## config.mk

```make
export PLATFORM = sky130hd
export DESIGN_NAME = ps2_kbd_ctrl
export DESIGN_NICKNAME = d
export VERILOG_FILES = /design/src/rtl/ps2_kbd_ctrl.sv
export SDC_FILE = /design/constraint.sdc
export NUM_CORES = 1
export LEC_CHECK = 0
export CAP_MARGIN = 20
export CORE_ASPECT_RATIO = 0.5
export CORE_UTILIZATION = 45
export DETAILED_ROUTE_END_ITERATION = 16
export GPL_TIMING_DRIVEN = 1
export HOLD_SLACK_MARGIN = 0.15
export PLACE_DENSITY_LB_ADDON = 0.1
export RECOVER_POWER = 100
export SLEW_MARGIN = 0
export SYNTH_ARGS = -nofsm -noshare
export SYNTH_HDL_FRONTEND = slang
export SYNTH_SLANG_ARGS = --single-unit
```

## constraint.sdc

```tcl
create_clock -name clk -period 3.16 [get_ports clk]
set_input_delay 0.632 -clock clk [delete_from_list [all_inputs] [get_ports clk]]
set_output_delay 0.632 -clock clk [all_outputs]
set_load 0.02 [all_outputs]
```

## src/rtl/ps2_kbd_ctrl.sv

```systemverilog
// ps2_kbd_ctrl: PS/2 keyboard FIFO consumer, scan-code parser, key tracker; ASCII lookup under PS2_KBD_ASCII_EN
module ps2_kbd_ctrl #(
  parameter int CNT_W = 8
) (
  input  logic             clk,
  input  logic             clrn,
  input  logic             ready,
  input  logic [7:0]       data,
  input  logic             overflow,
  output logic             nextdata_n,
  output logic             key_valid,
  output logic [7:0]       key_code,
  output logic             key_ext,
  output logic             key_break,
  output logic             key_held,
  output logic [CNT_W-1:0] key_count,
  output logic             ovf_sticky,
  output logic [7:0]       key_ascii
);
  typedef enum logic [1:0] {IDLE, POP, WAIT} state_t;
  state_t state_q, state_d;
  logic [7:0] byte_q, byte_d, code_q, code_d, hcode_q, hcode_d;
  logic ext_q, ext_d, brk_q, brk_d, kv_q, kv_d, kext_q, kext_d, kbrk_q, kbrk_d;
  logic held_q, held_d, ovf_q, ovf_d;
  logic [CNT_W-1:0] cnt_q, cnt_d;
  logic is_pop, is_e0, is_f0, ev, new_press;
  // Pop sequencer: one byte per IDLE->POP->WAIT round, pop strobe only in POP
  always_comb begin
    state_d = state_q == IDLE ? (ready ? POP : IDLE) : state_q == POP ? WAIT : IDLE;
    nextdata_n = state_q != POP;
  end
  // Byte parser and key tracker: prefixes accumulate, any other byte emits an event
  always_comb begin
    is_pop = state_q == POP;
    is_e0 = byte_q == 8'hE0;
    is_f0 = byte_q == 8'hF0;
    ev = is_pop && !is_e0 && !is_f0;
    new_press = ev && !brk_q && (!held_q || byte_q != hcode_q);
    byte_d = (state_q == IDLE && ready) ? data : byte_q;
    ext_d = ev ? 1'b0 : (is_pop && is_e0) ? 1'b1 : ext_q;
    brk_d = ev ? 1'b0 : (is_pop && is_f0) ? 1'b1 : brk_q;
    kv_d = ev;
    code_d = ev ? byte_q : code_q;
    kext_d = ev ? ext_q : kext_q;
    kbrk_d = ev ? brk_q : kbrk_q;
    held_d = new_press ? 1'b1 : (ev && brk_q && byte_q == hcode_q) ? 1'b0 : held_q;
    hcode_d = new_press ? byte_q : hcode_q;
    cnt_d = cnt_q + CNT_W'(new_press);
    ovf_d = ovf_q | overflow;
  end
  // State and datapath registers
  always_ff @(posedge clk or negedge clrn) begin
    if (!clrn) begin
      state_q <= IDLE;
      byte_q <= '0;
      ext_q <= 1'b0;
      brk_q <= 1'b0;
      kv_q <= 1'b0;
      code_q <= '0;
      kext_q <= 1'b0;
      kbrk_q <= 1'b0;
      held_q <= 1'b0;
      hcode_q <= '0;
      cnt_q <= '0;
      ovf_q <= 1'b0;
    end else begin
      state_q <= state_d;
      byte_q <= byte_d;
      ext_q <= ext_d;
      brk_q <= brk_d;
      kv_q <= kv_d;
      code_q <= code_d;
      kext_q <= kext_d;
      kbrk_q <= kbrk_d;
      held_q <= held_d;
      hcode_q <= hcode_d;
      cnt_q <= cnt_d;
      ovf_q <= ovf_d;
    end
  end
  assign key_valid = kv_q;
  assign key_code = code_q;
  assign key_ext = kext_q;
  assign key_break = kbrk_q;
  assign key_held = held_q;
  assign key_count = cnt_q;
  assign ovf_sticky = ovf_q;
`ifdef PS2_KBD_ASCII_EN
  logic [7:0] asc;
  // Scan-code set 2 to ASCII for letters, digits, space and enter
  always_comb begin
    case (code_q)
      8'h1C: asc = 8'h61; 8'h32: asc = 8'h62; 8'h21: asc = 8'h63; 8'h23: asc = 8'h64;
      8'h24: asc = 8'h65; 8'h2B: asc = 8'h66; 8'h34: asc = 8'h67; 8'h33: asc = 8'h68;
      8'h43: asc = 8'h69; 8'h3B: asc = 8'h6A; 8'h42: asc = 8'h6B; 8'h4B: asc = 8'h6C;
      8'h3A: asc = 8'h6D; 8'h31: asc = 8'h6E; 8'h44: asc = 8'h6F; 8'h4D: asc = 8'h70;
      8'h15: asc = 8'h71; 8'h2D: asc = 8'h72; 8'h1B: asc = 8'h73; 8'h2C: asc = 8'h74;
      8'h3C: asc = 8'h75; 8'h2A: asc = 8'h76; 8'h1D: asc = 8'h77; 8'h22: asc = 8'h78;
      8'h35: asc = 8'h79; 8'h1A: asc = 8'h7A;
      8'h45: asc = 8'h30; 8'h16: asc = 8'h31; 8'h1E: asc = 8'h32; 8'h26: asc = 8'h33;
      8'h25: asc = 8'h34; 8'h2E: asc = 8'h35; 8'h36: asc = 8'h36; 8'h3D: asc = 8'h37;
      8'h3E: asc = 8'h38; 8'h46: asc = 8'h39;
      8'h29: asc = 8'h20; 8'h5A: asc = 8'h0D;
      default: asc = 8'h00;
    endcase
  end
  assign key_ascii = kext_q ? 8'h00 : asc;
`else
  assign key_ascii = 8'h00;
`endif
endmodule

```

==> impl_summary.txt, run 1 <==
----------------------------------------------------
[Layout]
  Inserted Diodes ... 0
  Non-Filler Cell Area, Final ... 2190 sq um
  Fillcell total ... 308
  Net count reported at finish ... 182
  Final cell count without fillers ... 220
  Layout overhead on the synthesized area ... 24.9%
  Final core utilization ... 0.611
  Share of post-route cells with drive strength above 1 ... 0.0828

[Run status]
  Violated checks ... capacitance limit, slew limit
  Run status ... complete, but fails checks

[Route]
  Initial DRC count ... 28
  Average detailed-routed wire length per instance ... 12.6 um
  Total number of vias ... 1011
  TritonRoute pass-1 iters ... 2
  Ratio of routed vias to standard cells ... 4.60
  Detailed Route WL ... 2770 um
  Remaining routing DRC violations ... 0
  Routed Antenna Nets ... 0

[Critical path]
  Data arrival at the endpoint of the critical path ... 2.52 ns
  Capturing element of the worst setup path ... key_count[6]$_DFF_PN0_
  Reg-to-reg slack, setup ... 0.85 ns
  Path depth of the worst reg2reg path ... 8
  Chain of cells forming the critical path ... xor2_1 -> nor4_1 -> a31oi_4 -> ha_1 -> ha_1 -> and3_1 -> nand3_1 -> xnor2_1
  Slowest library cell on the worst path ... sky130_fd_sc_hd__nor4_1
  Cell repeated most along the worst path ... sky130_fd_sc_hd__ha_1
  Worst path top cell family by delay ... simple AND/OR/NAND/NOR gates
  Worst path depth ... 8
  Crit Path Category ... reg -> reg
  CP Data Required Time ... 3.37 ns
  Number of buffers and inverters on the critical path ... 0
  Largest stage delay on the critical path ... 0.61 ns
  Startpoint of the worst-slack reg-to-reg timing path ... byte_q[6]$_DFFE_PN0P_
  CP Capture Type ... flip-flop
  Maximum net fanout on the critical path ... 5
  Critical path origin ... byte_q[6]$_DFFE_PN0P_
  R2r endpoint ... key_count[6]$_DFF_PN0_
  Crit path launch type ... flip-flop

[Global routing]
  Number of antenna violations at the first check in global routing ... 0
  Gr ovfl total ... 0
  Pin count of the biggest net entering global routing ... 42
  Via count of the first global-routing pass ... 921
  GRT Overall Usage ... 0.151
  Global-route wire length before repair ... 4560 um

[Place]
  Area of placed instances ... 2110 sq um
  Dpl ws ... 1.05 ns
  Count of buffers from port buffering ... 33
  Placed insts ... 212
  RePlAce Congestion ... 0.706
  Placed wire-length estimate ... 1950 um

[STA]
  Accumulated negative setup slack ... 0 ns
  Worst rel slew slack ... -0.415
  Least setup slack across all paths after layout ... 0.852 ns
  Number of failing hold endpoints at the final stage ... 0
  Clock tree skew after final layout ... 0.00629 ns
  Fin. max-slew vios ... 42
  Hold WS ... 0.462 ns
  Final worst path period share ... 0.730
  F_max ... 433 MHz
  Final count of negative-setup-slack endpoints ... 0
  Setup repair after global routing missed its margin ... false
  Worst-Margin Slew ... 2.12 ns
  Time the final worst path needs with I/O delays and setup ... 2.31 ns

[Pwr]
  Worst-case vdd ir drop ... 0.000405 V
  Cell area power density ... 851 nW/um^2
  Static leakage ... 1.01 nW
  Total power of the final layout ... 1.86 mW

[Synth]
  Synthesized area ... 1750 sq um
  Count of warnings emitted by yosys ... 0
  Register bit total from synthesis ... 41
  Synth Instances ... 129
  Number of different library cells in the post-synthesis netlist ... 30
  Proportion of synthesized chip area in sequential cells ... 0.585
  Syn avg cell area ... 13.6 sq um

[Floorplanning]
  Core footprint ... 3580 sq um
  Starting utilization of the core area ... 0.489
  Die H ... 46.1 um
  Horizontal die dimension ... 90.3 um
  Site row count ... 15
  Area of the die ... 4160 sq um
  I/O Pins ... 42

[Clocking]
  Clock insertion delay at the later pin of the skew report ... 0.28 ns
  Buffer type at the clock tree root ... sky130_fd_sc_hd__clkbuf_8
  Maximum level of the CTS H-tree ... 2
  Number of buffers inserted during clock tree synthesis ... 5
  Maximum number of buffers from clock root to sink ... 2
  Clk sinks ... 41
  Post-CTS Setup Inserts ... 0
  Clock tree from TritonCTS ... done
  Clock-pin slew on the worst setup and hold paths ... 0.07 ns
  Quantity of gates resized following cts ... 0
  Hold-fix buffers at CTS ... 0

[Min path]
  Hold path start ... key_count[7]$_DFF_PN0_
  Worst hold path class ... reg -> reg

[Flow run]
  Max Cap Violations ... 1

----------------------------------------------------
-- area by class of cell --
cell class              count  area [sq um]  share of cell area
flip-flops and latches     41          1030               0.469
repair buffers             35           332               0.151
inverters                   3          11.3             0.00514
clock inverters             1          30.0              0.0137
multi-input cells          82           641               0.293
well taps                  51          63.8              0.0291
clock buffers               7          86.3              0.0394
-- per-layer routing --
metal / vias to the layer above / routed length [um] / track usage
li1: 498 / - / -
met2: 29 / 1130 / 0.223
met1: 479 / 1470 / 0.204
met3: 5 / 136 / 0.0561
met5: - / 0 / 0
met4: 0 / 36 / 0.0677
-- report_power, final --
group / switching (mW) / internal, mW / leakage [nW]
Sequential: 0.146 / 0.710 / 0.495
Combinational: 0.302 / 0.288 / 0.460
Clock: 0.160 / 0.257 / 0.0585
-- cell usage in the layout, fill, tap and decap left out, types with 4 or more instances in the layout --
cell type	count
sky130_fd_sc_hd__clkbuf_1	4
sky130_fd_sc_hd__clkbuf_8	6
sky130_fd_sc_hd__clkdlybuf4s50_1	8
sky130_fd_sc_hd__conb_1	8
sky130_fd_sc_hd__dfrtp_1	41
sky130_fd_sc_hd__dlygate4sd3_1	24
sky130_fd_sc_hd__mux2_1	19
sky130_fd_sc_hd__nand2_1	15
sky130_fd_sc_hd__nor2_1	4
sky130_fd_sc_hd__xnor2_1	4
sky130_fd_sc_hd__xor2_1	10
-- kinds of logic (layout without fill, tap and decap cells) --
family | after synthesis | count (layout) | share of synthesized area
DFF | 41 | 41 | 0.585
and+or+nand+nor | 31 | 31 | 0.0942
muxes | 22 | 22 | 0.158
xor gates and xnor gates | 14 | 14 | 0.0699
buffers and inverters | 13 | 46 | 0.0457
AOI/OAI and AO/OA | 5 | 5 | 0.0300
adders and majority gates | 2 | 2 | 0.0143
other | 1 | 8 | 0.00214
-- registers in the layout, indices dropped and copies added, names as in the netlist, 2 cells and up --
name / cells
byte_q: 8
hcode_q: 8
key_code: 8
key_count: 8
state_q: 2
-- worst min-delay path by stage --
stage / slack, ns / endpoint / cells after the start
floorplan: 0.34 / brk_q$_DFFE_PN0P_ / 0
global placement: 0.45 / ovf_sticky$_DFF_PN0_ / 1
detailed placement: 0.46 / ovf_sticky$_DFF_PN0_ / 1
CTS: 0.48 / key_count[7]$_DFF_PN0_ / 1
global route: 0.48 / ovf_sticky$_DFF_PN0_ / 1
finish: 0.46 / key_count[7]$_DFF_PN0_ / 1
-- cells in the mapped netlist, drive strengths merged --
master	number	area [sq um]
or2	1	6.26
ha	2	25.0
nor4	3	31.3
conb	1	3.75
and4	1	8.76
dfrtp	41	1030
nor3b	1	7.51
buf	10	68.8
a41o	1	10.0
nand3	2	10.0
nand4	1	6.26
xnor2	4	35.0
nor2	4	15.0
and3	2	17.5
a211o	1	8.76
nand2	15	56.3
a31oi	1	21.3
a21o	1	7.51
a21oi	1	5.00
nand2b	1	6.26
xor2	10	87.6
mux2	22	278
inv	3	11.3
No activity file was read; power rests on OpenSTA's default activity.
==> run 2, diff against run 1 <==
Settings changed: CORE_UTILIZATION 45 to 44.
Clock period 3.16 ns to 1.9 ns, I/O delays scaled along.
==> run 2 against run 1 <==
Against the previous run: largest power group unchanged; clock power is 35% higher; total power up 79%; the run ends with setup timing left; first-iteration DRC count decreased by 3.6%; die area up 2.2%.
==> impl_summary.txt, run 2 (synthesized netlist as in run 1, its figures left out) <==
----------------------------------------------------
[Critical path]
  Crit Path Category ... reg -> reg
  Chain of cells forming the critical path ... and3_4 -> a211o_1 -> a31oi_4 -> ha_4 -> ha_4 -> and3_4 -> nand3_2 -> xnor2_1
  Largest stage delay on the critical path ... 0.40 ns
  Reg-to-reg slack, setup ... -0.04 ns
  Startpoint of the worst-slack reg-to-reg timing path ... byte_q[6]$_DFFE_PN0P_
  Slowest library cell on the worst path ... sky130_fd_sc_hd__dfrtp_1
  Data arrival at the endpoint of the critical path ... 2.12 ns
  R2r endpoint ... key_count[6]$_DFF_PN0_
  CP Capture Type ... flip-flop
  CP Data Required Time ... 2.08 ns
  Number of buffers and inverters on the critical path ... 0
  Path depth of the worst reg2reg path ... 8
  Maximum net fanout on the critical path ... 3
  Worst path top cell family by delay ... compound AO/OA/AOI/OAI gates
  Crit path launch type ... flip-flop

[STA]
  Setup repair after global routing missed its margin ... true
  Final worst path period share ... 1.02
  Final count of negative-setup-slack endpoints ... 2
  Clock tree skew after final layout ... 0.00468 ns
  Number of failing hold endpoints at the final stage ... 0
  Worst-Margin Slew ... 0.989 ns
  Least setup slack across all paths after layout ... -0.0413 ns
  Fin. max-slew vios ... 0
  Hold WS ... 0.325 ns
  F_max ... 515 MHz
  Time the final worst path needs with I/O delays and setup ... 1.94 ns
  Worst rel slew slack ... 0.340

[Floorplanning]
  Horizontal die dimension ... 91.3 um
  Starting utilization of the core area ... 0.484
  Area of the die ... 4260 sq um
  I/O Pins ... 42
  Core footprint ... 3620 sq um
  Site row count ... 15
  Die H ... 46.6 um

[Global routing]
  Pin count of the biggest net entering global routing ... 42
  Met2 usage in global routing ... 0.282
  Global-route wire length before repair ... 5300 um
  Global routing's busiest layer ... met2
  Gr ovfl total ... 0
  Routing usage on met3 ... 0.0545
  Via count of the first global-routing pass ... 1101
  Number of antenna violations at the first check in global routing ... 0
  GRT met1 Usage ... 0.228
  GRT Overall Usage ... 0.177

[Clocking]
  Clock-pin slew on the worst setup and hold paths ... 0.07 ns
  Clock insertion delay at the later pin of the skew report ... 0.29 ns
  Clock tree from TritonCTS ... done
  Number of buffers inserted during clock tree synthesis ... 5
  Maximum level of the CTS H-tree ... 2
  Clk sinks ... 41
  Buffer type at the clock tree root ... sky130_fd_sc_hd__clkbuf_8
  Maximum number of buffers from clock root to sink ... 2

[Route]
  Total number of vias ... 1111
  Ratio of routed vias to standard cells ... 4.65
  Remaining routing DRC violations ... 0
  Detailed Route WL ... 3190 um
  Average detailed-routed wire length per instance ... 13.3 um
  TritonRoute pass-1 iters ... 4
  Routed Antenna Nets ... 0
  Initial DRC count ... 27

[Layout]
  Area taken by flip-flops and latches ... 1030 sq um
  Most common cell after layout, fill and taps aside ... sky130_fd_sc_hd__dfrtp_1
  Share of post-route cells with drive strength above 1 ... 0.239
  Multi-input gate area in the final layout ... 716 sq um
  Fillcell total ... 282
  Inserted Diodes ... 0
  Net count reported at finish ... 202
  Highest-count cells in the layout ignoring fill and taps ... 41 x sky130_fd_sc_hd__dfrtp_1, 30 x sky130_fd_sc_hd__clkdlybuf4s50_1, 17 x sky130_fd_sc_hd__buf_4, 15 x sky130_fd_sc_hd__nand2_1, 12 x sky130_fd_sc_hd__mux2_1
  Final cell count without fillers ... 239
  Layout overhead on the synthesized area ... 35.7%

[Place]
  Count of buffers from port buffering ... 33
  RePlAce Congestion ... 0.740
  Placed wire-length estimate ... 2310 um
  Placed insts ... 229

[Run status]
  Run status ... complete, but fails checks
  Violated checks ... setup timing

[Min path]
  Worst hold path class ... in -> async

[Pwr]
  Cell area power density ... 1400 nW/um^2
  Worst-case vdd ir drop ... 0.000695 V
  Static leakage ... 1.09 nW

[Flow run]
  Max Cap Violations ... 0

----------------------------------------------------
-- run 2: cell count changes in the layout (fill, tap and decap cells not counted), sizes merged --
cell / previous run / this run
dlygate4sd3: 24 / 1
clkdlybuf4s50: 8 / 30
buf: 0 / 18
clkbuf: 10 / 12
bufinv: 1 / 0
dlymetal6s2s: 0 / 1
-- run 2: area by class of cell --
cell class / count / share of cell area
flip-flops and latches: 41 / 0.431
multi-input cells: 82 / 0.301
repair buffers: 55 / 0.200
clock buffers: 7 / 0.0363
well taps: 51 / 0.0268
inverters: 3 / 0.00473
-- run 2: report_power, final --
group | total [mW] | switching (mW) | internal (mW)
logic | 1.34 | 0.595 | 0.743
clock network | 0.566 | 0.278 | 0.288
registers | 1.43 | 0.245 | 1.18
-- run 2: worst max-delay path by stage --
stage,startpoint,to,slack [ns],depth (start not counted)
6_report,byte_q[6]$_DFFE_PN0P_,key_count[6]$_DFF_PN0_,-0.04,8
3_5_place_dp,byte_q[0]$_DFFE_PN0P_,key_count[6]$_DFF_PN0_,-0.11,9
2_1_floorplan,byte_q[6]$_DFFE_PN0P_,key_count[6]$_DFF_PN0_,-0.25,8
5_1_grt,hcode_q[4]$_DFFE_PN0P_,key_count[6]$_DFF_PN0_,-0.13,9
4_1_cts,byte_q[0]$_DFFE_PN0P_,key_count[6]$_DFF_PN0_,-0.04,9
3_3_place_gp,byte_q[0]$_DFFE_PN0P_,key_count[6]$_DFF_PN0_,-0.03,9
-- run 2: per-stage QoR --
stage	worst slack, ns	setup TNS, ns	total power [mW]	util	cell area (sq um)
2_1_floorplan	-0.255	-0.731	2.15	-	1810
3_3_place_gp	-0.0346	-0.0350	2.71	0.628	2270
3_5_place_dp	-0.110	-0.183	2.76	0.628	2270
4_1_cts	-0.0425	-0.0425	3.36	0.657	2380
5_1_grt	-0.125	-0.618	3.55	0.657	2380
6_report	-0.0413	-0.0497	3.33	0.657	2380
-- run 2: per-layer routing --
metal	wire [um]	share of wire	vias up
met5	0	0	-
met4	50	0.016	0
met3	151	0.047	5
met2	1410	0.44	36
met1	1580	0.49	537
li1	-	-	533
-- run 2: what timing repair did --
item / CTS / global route
endpoints found under the setup margin: 4 / 6
pin swaps: 0 / 8
gates cloned: 0 / 0
gates resized for setup: 1 / 2
hold buffers: 0 / 0
buffers inserted: 1 / 2
